==> config.mk <==
export PLATFORM = sky130hd
export DESIGN_NAME = fir_l3_output_serializer
export DESIGN_NICKNAME = d
export VERILOG_FILES = /design/src/rtl/fir_l3_output_serializer.sv
export SDC_FILE = /design/constraint.sdc
export NUM_CORES = 1
export LEC_CHECK = 0
export BUFFER_PORTS_ARGS = -buffer_cell sky130_fd_sc_hd__buf_2
export CAP_MARGIN = 20
export CORE_MARGIN = 1.5
export CORE_UTILIZATION = 45
export CTS_BUF_LIST = sky130_fd_sc_hd__clkbuf_8
export DETAILED_ROUTE_END_ITERATION = 10
export GPL_TIMING_DRIVEN = 0
export HOLD_SLACK_MARGIN = 0.12
export PLACE_DENSITY = 0.65
export SLEW_MARGIN = 20
export SYNTH_ARGS = -nofsm -noshare
export SYNTH_HDL_FRONTEND = slang
export SYNTH_SLANG_ARGS = --single-unit
==> constraint.sdc <==
create_clock -name clk -period 6.7 [get_ports clk]
set_input_delay 0.67 -clock clk [delete_from_list [all_inputs] [get_ports clk]]
set_output_delay 0.67 -clock clk [all_outputs]
set_load 0.03 [all_outputs]
==> src/rtl/fir_l3_output_serializer.sv <==
// Purpose: buffers up to two LANES-wide blocks of FIR results, requantizes each lane, emits one sample per cycle.
// Latency: block accepted at edge E, lane0 valid after edge E+1; later lanes follow one per cycle.
// Backpressure: s_ready = FIFO not full (registered count only); output register holds while m_valid & !m_ready.
//
// Ports:
//   clk, reset               rising-edge clock, synchronous active-high reset
//   s_valid/s_ready/s_data   block input; lane0 (oldest sample) in s_data[IN_WIDTH-1:0]
//   m_valid/m_ready/m_data   requantized sample stream, lane order
//   m_last                   m_data is lane LANES-1 of its block
//   m_sat                    m_data was clamped
//   sat_clear, sat_sticky    sticky clamp flag and its clear (a set on the same edge wins)
module fir_l3_output_serializer #(
    parameter int IN_WIDTH  = 64,
    parameter int OUT_WIDTH = 16,
    parameter int LANES     = 3,
    parameter int SHIFT     = 30,
    parameter int SATURATE  = 1
) (
    input  logic                      clk,
    input  logic                      reset,
    input  logic                      s_valid,
    output logic                      s_ready,
    input  logic [LANES*IN_WIDTH-1:0] s_data,
    output logic                      m_valid,
    input  logic                      m_ready,
    output logic [OUT_WIDTH-1:0]      m_data,
    output logic                      m_last,
    output logic                      m_sat,
    input  logic                      sat_clear,
    output logic                      sat_sticky
);

    localparam int BLK_W = LANES * IN_WIDTH;
    localparam int IDX_W = (LANES > 1) ? $clog2(LANES) : 1;
    localparam logic [IDX_W-1:0] LAST_IDX = IDX_W'(LANES - 1);

    // Rounding constant 2^(SHIFT-1), which collapses to 0 when SHIFT is 0.
    localparam logic signed [IN_WIDTH:0] RND = ((IN_WIDTH+1)'(1) << SHIFT) >> 1;
    // Output range limits, sign-extended to the IN_WIDTH+1 working width.
    localparam logic signed [IN_WIDTH:0] Q_MAX =
        {{(IN_WIDTH-OUT_WIDTH+2){1'b0}}, {(OUT_WIDTH-1){1'b1}}};
    localparam logic signed [IN_WIDTH:0] Q_MIN =
        {{(IN_WIDTH-OUT_WIDTH+2){1'b1}}, {(OUT_WIDTH-1){1'b0}}};

    // Two-entry block FIFO
    logic [BLK_W-1:0] mem [2];
    logic             wr_ptr;
    logic             rd_ptr;
    logic [1:0]       count;

    logic [IDX_W-1:0] idx;

    logic wr_en;
    logic load;
    logic last_lane;
    logic pop;

    logic [BLK_W-1:0]           head_blk;
    logic [IN_WIDTH-1:0]        head_lane;
    logic signed [IN_WIDTH:0]   q_round;
    logic signed [IN_WIDTH:0]   q_shift;
    logic [OUT_WIDTH-1:0]       q_dat;
    logic                       q_sat;

    // Gated by reset so the source sees no room while the buffer is being flushed.
    assign s_ready   = !reset && (count != 2'd2);
    assign wr_en     = s_valid && s_ready;
    assign load      = (!m_valid || m_ready) && (count != 2'd0);
    assign last_lane = (idx == LAST_IDX);
    // The head block leaves the FIFO on the edge its final lane enters the output register.
    assign pop       = load && last_lane;

    always_comb begin
        head_blk  = mem[rd_ptr];
        head_lane = head_blk[IN_WIDTH-1:0];
        for (int i = 0; i < LANES; i++) begin
            if (idx == IDX_W'(i)) begin
                head_lane = head_blk[i*IN_WIDTH +: IN_WIDTH];
            end
        end
        // One guard bit keeps x + 2^(SHIFT-1) from overflowing.
        q_round = $signed({head_lane[IN_WIDTH-1], head_lane}) + RND;
        q_shift = q_round >>> SHIFT;
        q_dat   = q_shift[OUT_WIDTH-1:0];
        q_sat   = 1'b0;
        if (SATURATE != 0) begin
            if (q_shift > Q_MAX) begin
                q_dat = Q_MAX[OUT_WIDTH-1:0];
                q_sat = 1'b1;
            end else if (q_shift < Q_MIN) begin
                q_dat = Q_MIN[OUT_WIDTH-1:0];
                q_sat = 1'b1;
            end
        end
    end

    // Storage needs no reset: occupancy is tracked by count, and wr_en is already low in reset.
    always_ff @(posedge clk) begin
        if (wr_en) begin
            mem[wr_ptr] <= s_data;
        end
    end

    always_ff @(posedge clk) begin
        if (reset) begin
            wr_ptr     <= 1'b0;
            rd_ptr     <= 1'b0;
            count      <= 2'd0;
            idx        <= '0;
            m_valid    <= 1'b0;
            m_data     <= '0;
            m_last     <= 1'b0;
            m_sat      <= 1'b0;
            sat_sticky <= 1'b0;
        end else begin
            if (wr_en) begin
                wr_ptr <= ~wr_ptr;
            end
            if (pop) begin
                rd_ptr <= ~rd_ptr;
            end
            case ({wr_en, pop})
                2'b10:   count <= count + 2'd1;
                2'b01:   count <= count - 2'd1;
                default: count <= count;
            endcase

            if (load) begin
                idx     <= last_lane ? '0 : idx + IDX_W'(1);
                m_valid <= 1'b1;
                m_data  <= q_dat;
                m_last  <= last_lane;
                m_sat   <= q_sat;
            end else if (m_ready) begin
                m_valid <= 1'b0;
            end

            if (load && q_sat) begin
                sat_sticky <= 1'b1;
            end else if (sat_clear) begin
                sat_sticky <= 1'b0;
            end
        end
    end

endmodule
==> flow_metrics.tcl, run 1 <==
set metrics [dict create \
    status "complete, no violations" \
    r2r_end "m_data[13]$_SDFFE_PP0P_" \
    dp_hpwl_mm 16.72 \
    post-route-min-period_ns 5.266 \
    grt_max_degree 53 \
    viasPerCell 5.550 \
    port_buffers 129 \
    tightest_slew_ns 0.8641 \
    grt_pass1_wl_mm 35.77 \
    yosys_most_used_dff "edfxtp_1" \
    finalNetCount 1070 \
    cts_post_setup_buffers_inserted 0 \
    slew_violations 0 \
    switching_share 0.2602 \
    drive_gt1_frac 0.2700 \
    cp-end-kind "flop" \
    hold_viol_final 0 \
    syn_nets 893 \
    finalSetupViolCount 0 \
    wl_per_cell_um 20.31 \
    drt_iter0_drc 420 \
    postRouteAntennaNets 0 \
    hold_path.startpoint "s_data[122]" \
    core_region_area_mm2 0.02264 \
    worst-setup-path-type "reg2reg" \
    yosys-top-cells-count "edfxtp_1, mux2i_1, nand2_1, nor2_1, dfxtp_1" \
    min_path_type "in2reg" \
    relSlewSlack 0.4239 \
    die_area_mm2 0.02394 \
    cap_violations 0 \
    die_h_um 154.7 \
    rsz0062_at_grt "false" \
    ir_drop_mv 0.1620 \
    crit_path_start_kind "flop" \
    hold_depth 1 \
    synth-seq-cells 237 \
    holdPathEnd "mem[1][122]$_DFFE_PP_" \
    yosysSeqAreaShare 0.6609 \
    antenna_found_initial 0 \
    p_switching_uw 872.1 \
    tns_ns 0 \
    cp.required_ns 7.12 \
    syn_inst 694 \
    p_leak_nw 4.174 \
    syn_area_mm2 0.01036 \
    gp_congestion 0.9065 \
    antenna_cells 0 \
    critPathMaxStageDelay_ns 0.81 \
    insertion_delay_ns 0.54 \
    place_area_mm2 0.01152 \
    synth_cell_type_count 60 \
    p_clk_frac 0.354 \
    clock.fmax_mhz 189.9 \
    synth-edff-count 210 \
    clock_sinks 237 \
    area_delta_synth_final_pct 18.28 \
    synth_top_area_cell "edfxtp_1" \
    row_count 55 \
    start_util 0.4575 \
    synth_warnings 0 \
    clk_pin_slew_ns 0.06 \
    r2r_slack_ns 1.43 \
    cts-hold-fix-buffers 0 \
    avgSynthCellArea_um2 14.93 \
    vias 6577 \
    dr.pass1.iters 5 \
    numCtsBuffers 40 \
    cts_resized 0 \
    path_max_fanout 10 \
    synth_top_area_share 0.6088 \
    crit_path_top_delay_cell "a221oi_1" \
    die_w_um 154.7 \
    grt_pass1_vias 6317 \
    synth_area_leaders "edfxtp_1, mux2i_1, dfxtp_1" \
    cts_buffer_depth 3 \
    post-synth-top-count-cell "edfxtp_1" \
    synthArstFlopShare 0 \
    ioPinCount 218 \
    gr-total-overflow 0 \
    cts-htree-levels 2 \
    fin_area_mm2 0.01225 \
    power_per_cell_area_mw_per_mm2 273.6 \
    seqPwrFrac 0.509 \
    intPower_mw 2.480 \
    p_comb_frac 0.137 \
    ff2ff_path_depth 16 \
    cts-root-buf "clkbuf_8" \
    crit_arrival_ns 5.68 \
    cts_tree "done" \
    clock_skew_ns 0.01979 \
    drc 0 \
    r2r_start "idx[1]$_SDFFE_PP0P_" \
    wirelength_mm 24.07 \
    track_usage 0.1984 \
    critical_path.cell_chain "buf_4, xnor2_1, buf_4, clkbuf_1, a221oi_1, ha_1, nand4_1, or3_4, nor4_2, a31oi_1, nor4_1, nand4_1, o31a_1, nor3b_4, buf_6, a221o_1" \
    hold_ws_ns 0.3208 \
    post-route-period-util 0.7860 \
]
-- per-stage QoR --
stage	instances	util	setup slack (ns)	total power, mW
floorplan	694	-	0.1288	2.027
global placement	1108	0.5018	-2.012	2.188
detailed placement	1114	0.5086	1.498	2.194
CTS	1185	0.5411	1.472	3.379
global route	1185	0.5411	1.154	3.482
finish	1185	0.5411	1.434	3.352
-- flip-flops by register name, indices dropped and copies added (netlist names), named ones only --
signal,flops
m_data,16
mem,210
sat_sticky,1
count,2
wr_ptr,1
m_sat,1
m_valid,1
m_last,1
rd_ptr,1
idx,2
-- layout make-up --
| type | instances | area (um2) |
|---|---|---|
| buffer | 36 | 330.3 |
| multi-input combinational | 420 | 3191 |
| clock buffer | 43 | 591.8 |
| fill | 1905 | 10390 |
| inverter | 1 | 3.754 |
| clock inverter | 28 | 143.9 |
| sequential | 237 | 6847 |
| tap | 285 | 356.6 |
| timing repair buffer | 135 | 788.3 |
-- critical path: cells and delay by family (launching register included) --
family / cells / cell delay, ns
simple gates: 6 / 1.87
compound gates: 4 / 1.64
buf+inv: 4 / 0.84
fa+ha+maj: 1 / 0.32
flops: 1 / 0.30
xor+xnor: 1 / 0.20
-- power groups by stage --
stage / Combinational (mW) / Sequential, mW / Clock, mW
after global placement: 0.442 / 1.75 / 0
after global routing: 0.495 / 1.71 / 1.28
final: 0.460 / 1.71 / 1.19
after floorplan: 0.260 / 1.77 / 0
after CTS: 0.459 / 1.71 / 1.21
after detailed placement: 0.458 / 1.74 / 0
-- layer usage --
layer / up-vias / share of wire / GRT usage / wire [um]
li1: 3119 / - / - / -
met1: 3230 / 0.47 / 0.2753 / 11300
met2: 201 / 0.46 / 0.3166 / 11120
met3: 27 / 0.053 / 0.04399 / 1274
met4: 0 / 0.016 / 0.05311 / 388
met5: - / 0 / 0 / 0
-- worst max-delay path by stage --
stage | start | slack (ns) | endpoint | depth (start not counted)
detailed placement | idx[1]$_SDFFE_PP0P_ | 1.50 | m_data[13]$_SDFFE_PP0P_ | 16
global placement | reset | -2.01 | mem[0][108]$_DFFE_PP_ | 4
global route | idx[1]$_SDFFE_PP0P_ | 1.15 | m_data[9]$_SDFFE_PP0P_ | 16
floorplan | reset | 0.13 | mem[0][100]$_DFFE_PP_ | 4
finish | idx[1]$_SDFFE_PP0P_ | 1.43 | m_data[13]$_SDFFE_PP0P_ | 16
CTS | idx[1]$_SDFFE_PP0P_ | 1.47 | m_data[13]$_SDFFE_PP0P_ | 16
-- logic make-up (layout without fill, tap and decap cells) --
logic type                 Yosys count  after routing  synth area share
buffers and inverters               37            243           0.03225
DFF                                237            237            0.6609
adders and majority gates            2              2          0.002415
xor gates and xnor gates            29             29           0.02452
muxes                               93             93           0.09325
and+or+nand+nor                    185            185            0.1015
AOI/OAI and AO/OA                  111            111           0.08516
-- placed cells by master (no fill, tap or decap), drive strengths merged, types with 4 or more instances in the layout --
cell	instances
a211oi	16
a21oi	12
a221o	26
a221oi	8
a22oi	13
a31oi	4
and3	8
and4	9
buf	164
clkbuf	50
clkinv	13
dfxtp	27
edfxtp	210
inv	15
mux2	8
mux2i	83
nand2	39
nand2b	7
nand3	17
nand4	12
nor2	32
nor2b	16
nor3	11
nor4	18
o21ai	13
or3	7
or4	4
xnor2	24
xor2	5
Power figures use the tool's default switching activity.
==> inputs of run 2 (changes only) <==
==> constraint.sdc (replaced) <==
create_clock -name clk -period 5.36 [get_ports clk]
set_input_delay 0.536 -clock clk [delete_from_list [all_inputs] [get_ports clk]]
set_output_delay 0.536 -clock clk [all_outputs]
set_load 0.03 [all_outputs]
==> run 2 against run 1 <==
  * Sequential share of layout area decreased by 0.10 points
  * Worst setup slack got worse by 1.1 ns
  * Count of clock-buffer cells in the layout unchanged
  * Utilization increased by 0.10 points
  * Largest cell class unchanged
  * Final area increased by 0.18%
  * First-iteration DRC count increased by 7.9%
  * Highest routed layer unchanged
==> flow_metrics.tcl, run 2 (same netlist as run 1, synthesis figures left out) <==
set metrics [dict create \
    viasPerCell 5.574 \
    core_region_area_mm2 0.02264 \
    finalSetupViolCount 0 \
    cp.required_ns 5.77 \
    cts-hold-fix-buffers 0 \
    dr.pass1.iters 5 \
    seqPwrFrac 0.506 \
    status "complete, no violations" \
    die_w_um 154.7 \
    crit_path_start_kind "flop" \
    timing.final.ws_setup_ns 0.3390 \
    area_delta_synth_final_pct 18.49 \
    drive_gt1_frac 0.2738 \
    wl_per_cell_um 20.34 \
    gr-total-overflow 0 \
    path_max_fanout 10 \
    hold_path.startpoint "s_data[112]" \
    largest_reg_flops 210 \
    p_switching_mw 1.106 \
    holdPathEnd "mem[0][112]$_DFFE_PP_" \
    finalNetCount 1070 \
    slew_violations 0 \
    row_count 55 \
    port_buffers 129 \
    cts-htree-levels 2 \
    rsz0062_at_grt "false" \
    regMostFlops "mem" \
    gp_congestion 0.8792 \
    min_path_type "in2reg" \
    track_usage 0.2049 \
    grt_pass1_wl_mm 36.56 \
    cts_tree "done" \
    intPower_mw 3.105 \
    r2r_start "idx[0]$_SDFFE_PP0P_" \
    cts_buffer_depth 3 \
    clock_skew_ns 0.02250 \
    clk_pin_slew_ns 0.06 \
    cts-root-buf "clkbuf_8" \
    final_cell_mix "edfxtp_1, buf_2, mux2i_1, clkbuf_8, nand2_1" \
    top_usage_layer "met2" \
    met1_usage 0.2900 \
    ff2ff_path_depth 17 \
    grt_pass1_vias 6346 \
    top_regs "mem (210), m_data (16)" \
    hold_viol_final 0 \
    switching_share 0.2626 \
    p_leak_nw 4.186 \
    drt_iter0_drc 453 \
    pre_cts_ws_ns 0.07465 \
    place_area_mm2 0.01152 \
    r2r_end "m_data[1]$_SDFFE_PP0P_" \
    wirelength_mm 24.15 \
    tightest_slew_ns 0.8637 \
    worst-setup-path-type "reg2reg" \
    post-route-period-util 0.9368 \
    die_h_um 154.7 \
    insertion_delay_ns 0.54 \
    vias 6616 \
    cp-end-kind "flop" \
    grt_max_degree 52 \
    numCtsBuffers 40 \
    p_clk_frac 0.357 \
    post-route-min-period_ns 5.021 \
    crit_arrival_ns 5.43 \
    relSlewSlack 0.4242 \
    final_common_cell "edfxtp_1" \
    drc 0 \
    start_util 0.4575 \
    p_comb_frac 0.138 \
    clock.fmax_mhz 199.2 \
    ir_drop_mv 0.4175 \
    grtUsageMet2 0.3239 \
    fin_util 0.5421 \
    use_met3 0.03642 \
    die_area_mm2 0.02394 \
    power_per_cell_area_mw_per_mm2 343.1 \
    fin_area_mm2 0.01227 \
    cap_violations 0 \
    antenna_cells 0 \
    ioPinCount 218 \
    postRouteAntennaNets 0 \
    dp_hpwl_mm 16.79 \
    power_mw 4.211 \
    antenna_found_initial 0 \
    clock_sinks 237 \
    hold_depth 1 \
    r2r_slack_ns 0.34 \
]
run 2: cell type report:
type,instances,area [um2]
Clock inverter,30,160.2
Clock buffer,43,591.8
Buffer,36,330.3
Fill cell,1901,10370
Multi-Input combinational cell,420,3197
Tap cell,285,356.6
Inverter,1,3.754
Timing Repair Buffer,135,788.3
Sequential cell,237,6847
run 2: worst max-delay path, stage by stage, from the launching register on:
cell and delay, ns:
dfxtp_1 0.29, buf_4 0.16, nor2b_1 0.19, buf_2 0.25
buf_2 0.24, a22o_1 0.23, a21oi_1 0.42, ha_1 0.28
nand4_1 0.14, or3_4 0.41, nor4_2 0.62, a31oi_1 0.21
nor4_1 0.33, nand4_1 0.18, o31a_1 0.36, nor3b_4 0.18
buf_6 0.14, a221o_1 0.26
run 2: worst max-delay path by stage:
stage | start | end | slack, ns | cells past startpoint
after CTS | idx[0]$_SDFFE_PP0P_ | m_data[1]$_SDFFE_PP0P_ | 0.05 | 16
after global routing | idx[0]$_SDFFE_PP0P_ | m_data[11]$_SDFFE_PP0P_ | 0.11 | 17
final | idx[0]$_SDFFE_PP0P_ | m_data[1]$_SDFFE_PP0P_ | 0.34 | 17
after detailed placement | idx[0]$_SDFFE_PP0P_ | m_data[11]$_SDFFE_PP0P_ | 0.07 | 16
after floorplan | reset | mem[0][100]$_DFFE_PP_ | 0.69 | 4
after global placement | reset | mem[0][29]$_DFFE_PP_ | -0.47 | 4
run 2: power groups by stage:
stage	Combinational [mW]	Sequential, mW	Clock, mW
finish	0.580	2.13	1.50
global route	0.626	2.14	1.62
CTS	0.577	2.13	1.53
detailed placement	0.575	2.17	0
global placement	0.557	2.18	0
floorplan	0.325	2.21	0
run 2: through the flow:
stage	instances	hold WS, ns	setup TNS, ns
finish	1187	0.1856	0
global route	1187	0.1643	0
CTS	1187	0.1552	0
detailed placement	1114	0.4435	0
global placement	1108	0.4452	-48.06
floorplan	694	0.4813	0
run 2: timing repair:
item                                    CTS  global route
endpoints found under the setup margin    0            15
setup buffers                             0             0
hold endpoints to repair                  0             0
gates resized for setup                   0             1
run 2: layer usage:
metal | vias up | wire length, um
met1 | 3171 | 10810
met2 | 261 | 11140
met5 | - | 0
li1 | 3140 | -
met4 | 0 | 484
met3 | 44 | 1714
==> inputs of run 3 (changes only) <==
--- a/config.mk
+++ b/config.mk
@@ -5,7 +5,7 @@
 export SDC_FILE = /design/constraint.sdc
 export NUM_CORES = 1
 export LEC_CHECK = 0
-export BUFFER_PORTS_ARGS = -buffer_cell sky130_fd_sc_hd__buf_2
+export BUFFER_PORTS_ARGS = -buffer_cell sky130_fd_sc_hd__buf_4
 export CAP_MARGIN = 20
 export CORE_MARGIN = 1.5
 export CORE_UTILIZATION = 45
==> run 3 against run 2 <==
  * Sequential power about the same
  * Clock power down 3%
  * Register-to-register slack gained 0.17 ns
  * Worst setup slack gained 0.17 ns
  * Critical path type unchanged
  * Highest routed layer unchanged
==> flow_metrics.tcl, run 3 (same netlist as run 1, synthesis figures left out) <==
set metrics [dict create \
    p_comb_frac 0.147 \
    insertion_delay_ns 0.54 \
    switching_share 0.2586 \
    cp.required_ns 5.77 \
    slew_violations 0 \
    grt_pass1_wl_mm 37.81 \
    grt_pass1_vias 6782 \
    ioPinCount 218 \
    wirelength_mm 24.91 \
    die_h_um 154.7 \
    cts-htree-levels 2 \
    rsz0062_at_grt "false" \
    crit_arrival_ns 5.25 \
    power_per_cell_area_mw_per_mm2 334.0 \
    vias 6650 \
    clock_sinks 237 \
    crit_path_start_kind "flop" \
    clk_pin_slew_ns 0.06 \
    clock.fmax_mhz 206.3 \
    drive_gt1_frac 0.2695 \
    clock_skew_ns 0.02633 \
    path_max_fanout 10 \
    numCtsBuffers 39 \
    post-route-min-period_ns 4.847 \
    top_regs "mem (210), m_data (16)" \
    finalSetupViolCount 0 \
    intPower_mw 3.119 \
    finalNetCount 1069 \
    start_util 0.4575 \
    cts_buffer_depth 3 \
    final_common_cell "edfxtp_1" \
    post-route-period-util 0.9043 \
    cap_violations 0 \
    regMostFlops "mem" \
    p_clk_frac 0.346 \
    timing.final.ws_setup_ns 0.5128 \
    status "complete, no violations" \
    cts_post_setup_buffers_inserted 0 \
    fin_area_mm2 0.01260 \
    place_area_mm2 0.01185 \
    grt_max_degree 56 \
    track_usage 0.2098 \
    largest_reg_flops 210 \
    postRouteAntennaNets 0 \
    p_switching_mw 1.088 \
    row_count 55 \
    core_region_area_mm2 0.02264 \
    area_delta_synth_final_pct 21.60 \
    dr.pass1.iters 5 \
    layout.cells.non_filler 1183 \
    dp_hpwl_mm 17.80 \
    num-fill-cells 1874 \
    antenna_found_initial 0 \
    cts-hold-fix-buffers 0 \
    relSlewSlack 0.4132 \
    seqPwrFrac 0.507 \
    drt_iter0_drc 462 \
    final_cell_mix "edfxtp_1, buf_4, mux2i_1, clkbuf_8, nand2_1" \
    cp-end-kind "flop" \
    pre_cts_ws_ns -0.01148 \
    tightest_slew_ns 0.8709 \
    gp_congestion 0.8522 \
    wl_per_cell_um 21.06 \
    cts_tree "done" \
    hold_viol_final 0 \
    die_w_um 154.7 \
    worst-setup-path-type "reg2reg" \
    ir_drop_mv 0.2098 \
    dp.cells 1114 \
    min_path_type "in2reg" \
    drc 0 \
    cts-root-buf "clkbuf_8" \
    gr-total-overflow 0 \
    port_buffers 129 \
    viasPerCell 5.621 \
    die_area_mm2 0.02394 \
    p_leak_nw 4.277 \
    antenna_cells 0 \
]
## run 3: changes by cell type in the layout (fill, tap and decap cells not counted), moves of 2 or more
cell / previous run / this run
inv_1: 16 / 14
clkinv_2: 7 / 3
buf_4: 7 / 136
clkinv_1: 4 / 8
buf_2: 134 / 5
clkinvlp_4: 2 / 0
## run 3: power groups by stage
stage	sequential [mW]	clock, mW	combinational, mW
2_1_floorplan	2.21	0	0.325
6_report	2.13	1.45	0.618
4_1_cts	2.13	1.49	0.615
3_3_place_gp	2.18	0	0.587
3_5_place_dp	2.17	0	0.612
5_1_grt	2.14	1.57	0.667
## run 3: final cells by class
cell class              count  area [um2]  share of cell area
clock inverters            27       141.4             0.01122
multi-input cells         420        3221              0.2557
clock buffers              42       578.1             0.04589
plain buffers              36       330.3             0.02622
inverters                   1       3.754           0.0002980
well taps                 285       356.6             0.02831
repair buffers            135        1119             0.08880
flip-flops and latches    237        6847              0.5436
## run 3: through the flow
stage	utilization	TNS, ns	total power, mW	hold slack [ns]
CTS	0.5553	0	4.239	0.1549
finish	0.5563	0	4.207	0.1814
global placement	0.5162	-19.58	2.765	0.4502
global route	0.5563	0	4.377	0.1628
floorplan	-	0	2.530	0.4813
detailed placement	0.5232	-0.03015	2.785	0.4647
## run 3: final timing paths
check | slack, ns | end | cells after the start | start
min reg2reg | 0.47 | m_sat$_SDFFE_PP0P_ | 2 | m_sat$_SDFFE_PP0P_
min | 0.18 | mem[1][124]$_DFFE_PP_ | 1 | s_data[124]
max reg2reg | 0.51 | m_data[13]$_SDFFE_PP0P_ | 16 | idx[0]$_SDFFE_PP0P_
max | 0.51 | m_data[13]$_SDFFE_PP0P_ | 16 | idx[0]$_SDFFE_PP0P_
## run 3: repair_timing
action                     CTS  global route
gates cloned                 0             0
setup endpoints to repair   10            11
resized for setup            1             3
## run 3: per-layer routing
layer	routed length [um]	track usage	part of all wire	vias to the layer above
met5	0	0	0	-
met4	425	0.05449	0.017	0
met3	1355	0.03446	0.054	34
met2	12050	0.3522	0.48	227
met1	11090	0.2849	0.44	3269
li1	-	-	-	3120
## run 3: worst max-delay path, stage by stage, from the launching register on
cell and delay (ns):
dfxtp_1 0.30, buf_4 0.16, xnor2_1 0.20, buf_4 0.24, clkbuf_1 0.33, a221oi_4 0.48
ha_1 0.25, nand4_1 0.15, or3_4 0.42, nor4_4 0.47, a31oi_1 0.18, nor4_1 0.39
nand4_1 0.19, o31a_1 0.37, nor3b_4 0.18, buf_6 0.14, a221o_1 0.26
